### config.mk
export PLATFORM = sky130hd
export DESIGN_NAME = ifu
export DESIGN_NICKNAME = d
export VERILOG_FILES = /design/src/rtl/ifu.sv
export SDC_FILE = /design/constraint.sdc
export NUM_CORES = 1
export LEC_CHECK = 0
export CAP_MARGIN = 15
export CORE_ASPECT_RATIO = 0.6
export CORE_UTILIZATION = 55
export DETAILED_ROUTE_END_ITERATION = 16
export DONT_BUFFER_PORTS = 1
export PLACE_DENSITY = 0.7
export SLEW_MARGIN = 15
export SYNTH_ARGS = -nofsm -noshare
export SYNTH_HDL_FRONTEND = slang
export SYNTH_SLANG_ARGS = --single-unit
export TNS_END_PERCENT = 5
### constraint.sdc
create_clock -name clk -period 4.2 [get_ports clk]
set_input_delay 0.84 -clock clk [delete_from_list [all_inputs] [get_ports clk]]
set_output_delay 0.84 -clock clk [all_outputs]
set_load 0.1 [all_outputs]
### src/rtl/ifu.sv
// -----------------------------------------------------------------------------
// ifu -- instruction fetch unit
//
// Fetches one instruction word at a time from instruction memory and holds it
// in an instruction register for decode. The next fetch address is chosen when
// the issued instruction leaves ISSUE. Priority is jr, then jump, then taken
// branch, then sequential.
//
// Ports
//   clk, rst_n        single clock, asynchronous active-low reset
//   imem_req/addr     fetch request and address (address is always pc)
//   imem_ack/rdata    memory response; only honoured while fetching
//   stall             downstream hold of the issued instruction
//   br_taken, br_off  taken conditional branch; br_off is the sign-extended
//                     word offset
//   jump              J/JAL redirect using instr[25:0]
//   jr, jr_target     register-indirect redirect
//   pc, pc_plus4      address of the current instruction and its successor
//   instr, imm        instruction register and its low 16 bits
//   instr_valid       instr holds a valid instruction for decode
//   addr_err          sticky misaligned-target flag
//
// Configuration
//   IFU_ALIGN_CHK_EN  when defined, a misaligned next pc sets addr_err and parks
//                     the unit in HALT until reset. When undefined, the low two
//                     bits of the next pc are cleared and addr_err is tied to 0.
// -----------------------------------------------------------------------------
module ifu #(
    parameter logic [31:0] RESET_PC = 32'h0000_3000
) (
    input  logic        clk,
    input  logic        rst_n,
    output logic        imem_req,
    output logic [31:0] imem_addr,
    input  logic        imem_ack,
    input  logic [31:0] imem_rdata,
    input  logic        stall,
    input  logic        br_taken,
    input  logic [31:0] br_off,
    input  logic        jump,
    input  logic        jr,
    input  logic [31:0] jr_target,
    output logic [31:0] pc,
    output logic [31:0] pc_plus4,
    output logic [31:0] instr,
    output logic [15:0] imm,
    output logic        instr_valid,
    output logic        addr_err
);

    typedef enum logic [1:0] {
        IDLE  = 2'd0,
        FETCH = 2'd1,
        ISSUE = 2'd2,
        HALT  = 2'd3
    } state_t;

    state_t      r_state;
    state_t      w_state_nxt;
    logic [31:0] r_pc;
    logic [31:0] w_pc_nxt;
    logic [31:0] r_instr;
    logic [31:0] w_instr_nxt;
    logic [31:0] w_target;

    // Outputs decode directly from the state register, so an asynchronous
    // reset drops imem_req and instr_valid in the same instant.
    assign imem_req    = (r_state == FETCH);
    assign instr_valid = (r_state == ISSUE);
    assign imem_addr   = r_pc;
    assign pc          = r_pc;
    assign pc_plus4    = r_pc + 32'd4;
    assign instr       = r_instr;
    assign imm         = r_instr[15:0];

    // Redirect target, before any alignment handling.
    always_comb begin
        if (jr) begin
            w_target = jr_target;
        end else if (jump) begin
            w_target = {pc_plus4[31:28], r_instr[25:0], 2'b00};
        end else if (br_taken) begin
            w_target = pc_plus4 + (br_off << 2);
        end else begin
            w_target = pc_plus4;
        end
    end

`ifdef IFU_ALIGN_CHK_EN
    logic r_addr_err;
    logic w_addr_err_nxt;
    logic w_misaligned;

    assign w_misaligned = |w_target[1:0];
    assign addr_err     = r_addr_err;
`else
    assign addr_err = 1'b0;
`endif

    always_comb begin
        // NOTE: every signal written here gets a default first; a path that
        // leaves one unassigned would infer a latch.
        w_state_nxt = r_state;
        w_pc_nxt    = r_pc;
        w_instr_nxt = r_instr;
`ifdef IFU_ALIGN_CHK_EN
        w_addr_err_nxt = r_addr_err;
`endif
        unique case (r_state)
            IDLE: begin
                w_state_nxt = FETCH;
            end
            FETCH: begin
                if (imem_ack) begin
                    w_instr_nxt = imem_rdata;
                    w_state_nxt = ISSUE;
                end
            end
            ISSUE: begin
                if (!stall) begin
`ifdef IFU_ALIGN_CHK_EN
                    if (w_misaligned) begin
                        // pc keeps the faulting instruction's address for debug.
                        w_addr_err_nxt = 1'b1;
                        w_state_nxt    = HALT;
                    end else begin
                        w_pc_nxt    = w_target;
                        w_state_nxt = FETCH;
                    end
`else
                    w_pc_nxt    = {w_target[31:2], 2'b00};
                    w_state_nxt = FETCH;
`endif
                end
            end
            HALT: begin
                w_state_nxt = HALT;
            end
            default: begin
                w_state_nxt = IDLE;
            end
        endcase
    end

    // NOTE: sequential state uses non-blocking assignments so every register
    // samples the pre-edge value of the others.
    always_ff @(posedge clk or negedge rst_n) begin
        if (!rst_n) begin
            r_state <= IDLE;
            r_pc    <= RESET_PC;
            r_instr <= '0;
        end else begin
            r_state <= w_state_nxt;
            r_pc    <= w_pc_nxt;
            r_instr <= w_instr_nxt;
        end
    end

`ifdef IFU_ALIGN_CHK_EN
    always_ff @(posedge clk or negedge rst_n) begin
        if (!rst_n) begin
            r_addr_err <= 1'b0;
        end else begin
            r_addr_err <= w_addr_err_nxt;
        end
    end
`endif

endmodule
==> results.cfg <==
[synthesis]
async_flop_share = 1.00
synth-edff-count = 0
netlist_instances = 652
ys_warn_count = 0
seq_area_frac_synth = 0.290
syn-cell-area_um2 = 5540
ys_seq_elements = 64
syn_avg_cell_area_um2 = 8.49
synthDistinctLibCells = 60
ys.flop_type = dfrtp_1

[clocking]
cts_tree = yes
htreeDepth = 3
clockBufferDepth = 2
hold_buffers = 0
postCtsSetupBuffers = 0
numCtsBuffers = 9
root_buffer = clkbuf_16
clock-sinks = 64
clk_latency_ps = 320
cts_resized = 0
clk_pin_slew_worst_paths_ps = 50

[hold_path]
hold_path.class = in -> async

[status]
status = finished, final reports clean

[setup_path]
cp_num_buf_inv = 0
crit_slowest_cell = or4_4
cp_top_family = simple AND/OR/NAND/NOR gates
path_cells = ha_2, and3_1, and3_4, nand3_1, xnor2_4, ha_1, a21o_1, a21o_1, a21oi_1, nand2_1, or4_4, a41oi_4, o2111ai_1, o311ai_1, mux2i_1, nand3_1
critPathArrivalTime_ps = 4200
critPathLaunchType = register
worstSetupPathType = reg -> reg
worstPathMaxFanout = 6
critical_path_required_ps = 4390
cp_slowest_stage_delay_ps = 460
end_kind = register

[global_routing]
overflow = 0
grt_pass1_wl_um = 27000
grt_pass1_vias = 4724
grt_max_degree = 65
antenna_found_initial = 0
track_usage = 0.340

[floorplan]
io_pins = 250
die_h_um = 79.7
die_area_um2 = 10500
core_area_um2 = 9460
initial_core_util = 0.585
rows = 27
die_w_um = 132

[cells_and_area]
layout_common_cells = buf_4 (69), nor2_1 (63), nand2_1 (54)
fin_nets = 799
area_delta_synth_final_pct = 18.5
drive_above_1_share = 0.322
instances_no_fill = 794
final_common_cell = buf_4
antennaDiodeCount = 0
fill_cells = 762

[sta]
worst_slew_pin_slew_ps = 1070
fin_crit_ps = 4000
finalCritPeriodShare = 0.954
rsz0062_at_grt = true
skew_ps = 5.58
finalSetupViolations = 0
slew_violations = 0
hold_viol = 0
fmax_mhz = 250
maxSlewHeadroom = 0.285

[detailed_routing]
wirelength_um = 17900
firstDrtPassIters = 5
vias_per_cell = 6.29
wl_per_cell_um = 22.6
drtAntennaViolNets = 0
drc = 0
drt_iter0_drc = 538
via_count = 4996

[placed_design]
dpl.hpwl_um = 14100
portBuffers = 0
gp_congestion = 0.901
dp.cells = 778

[run]
max_cap_violations = 0
path summary, 6_finish.rpt:
path | startpoint | endpoint | slack, ps | cells after the start
worst min-delay path | rst_n | instr[28] | 210 | 0
worst min register to register | imem_addr[8] | imem_addr[8] | 570 | 2
max in group asynchronous | rst_n | imem_addr[12] | 3790 | 0
worst max register to register | imem_addr[3] | imem_addr[31] | 200 | 16
worst max-delay path | imem_addr[3] | imem_addr[31] | 200 | 16
min in group clk | imem_addr[8] | imem_addr[8] | 570 | 2
cells in the mapped netlist, drive strengths merged, types with 2 or more instances:
library cell | instances | area share
a2111oi | 2 | 0.0043
a211o | 4 | 0.0063
a211oi | 8 | 0.011
a21boi | 4 | 0.0054
a21o | 15 | 0.020
a21oi | 50 | 0.047
a221oi | 7 | 0.013
a311oi | 2 | 0.0032
a31oi | 5 | 0.0056
and2 | 3 | 0.0034
and3 | 11 | 0.012
and4 | 3 | 0.0047
buf | 55 | 0.074
clkbuf | 26 | 0.018
dfrtp | 62 | 0.28
dfstp | 2 | 0.0095
ha | 36 | 0.081
inv | 13 | 0.0088
mux2 | 32 | 0.065
mux2i | 8 | 0.014
nand2 | 54 | 0.037
nand2b | 4 | 0.0045
nand3 | 25 | 0.023
nand4 | 8 | 0.0090
nor2 | 65 | 0.044
nor2b | 8 | 0.0090
nor3 | 5 | 0.0045
o2111ai | 2 | 0.0032
o211ai | 6 | 0.0081
o21a | 7 | 0.0095
o21ai | 40 | 0.037
o21bai | 3 | 0.0041
o221ai | 2 | 0.0032
o22ai | 8 | 0.0090
o311ai | 2 | 0.0032
xnor2 | 39 | 0.062
xor2 | 12 | 0.019
layer usage:
metal / wire length, um / global-route usage
met4: 128 / 0.0628
met2: 7140 / 0.468
met5: 0 / 0
met3: 2690 / 0.139
met1: 7980 / 0.494
kinds of logic (layout without fill, tap and decap cells):
| logic type | Yosys count | in the layout | synth area share |
|---|---|---|---|
| AO/OA/AOI/OAI | 174 | 174 | 0.206 |
| flip-flops | 64 | 64 | 0.290 |
| other | 1 | 7 | 0.000677 |
| multiplexers | 40 | 40 | 0.0795 |
| buffers and inverters | 94 | 100 | 0.100 |
| adder cells (fa/ha/maj) | 37 | 37 | 0.0850 |
| AND/OR/NAND/NOR | 191 | 191 | 0.158 |
| XOR/XNOR | 51 | 51 | 0.0807 |
layout make-up:
cell class,count,area [um^2],share of cell area
clock inverter,5,82.6,0.0126
tap,130,163,0.0248
inverter,13,48.8,0.00744
clock buffer,11,233,0.0355
timing repair buffer,71,541,0.0824
sequential,64,1690,0.258
multi-input combinational,500,3800,0.580
registers in the layout, indices dropped and copies added (netlist names):
signal,count
instr,32
imem_addr,30
r_state,2
worst reg2reg max path: cells and delay by family (launching register included):
kind,cells,cell delay [ps]
XOR/XNOR,1,190
adder cells (fa/ha/maj),2,590
AO/OA/AOI/OAI,6,1080
multiplexers,1,240
AND/OR/NAND/NOR,6,1340
flip-flops,1,450
stage by stage:
stage	hold WS (ps)	util	TNS [ps]	cell area [um^2]	setup slack [ps]
2_1_floorplan	479	-	-1840	5980	-274
3_3_place_gp	497	0.657	0	6210	240
3_5_place_dp	501	0.657	0	6210	181
4_1_cts	203	0.690	0	6530	169
5_1_grt	194	0.693	-23.6	6560	-23.6
6_report	209	0.693	0	6560	195
Power is left out: the tool's default activity adds up to more than one toggle a clock period on the data nets, which glitch-free logic cannot reach.
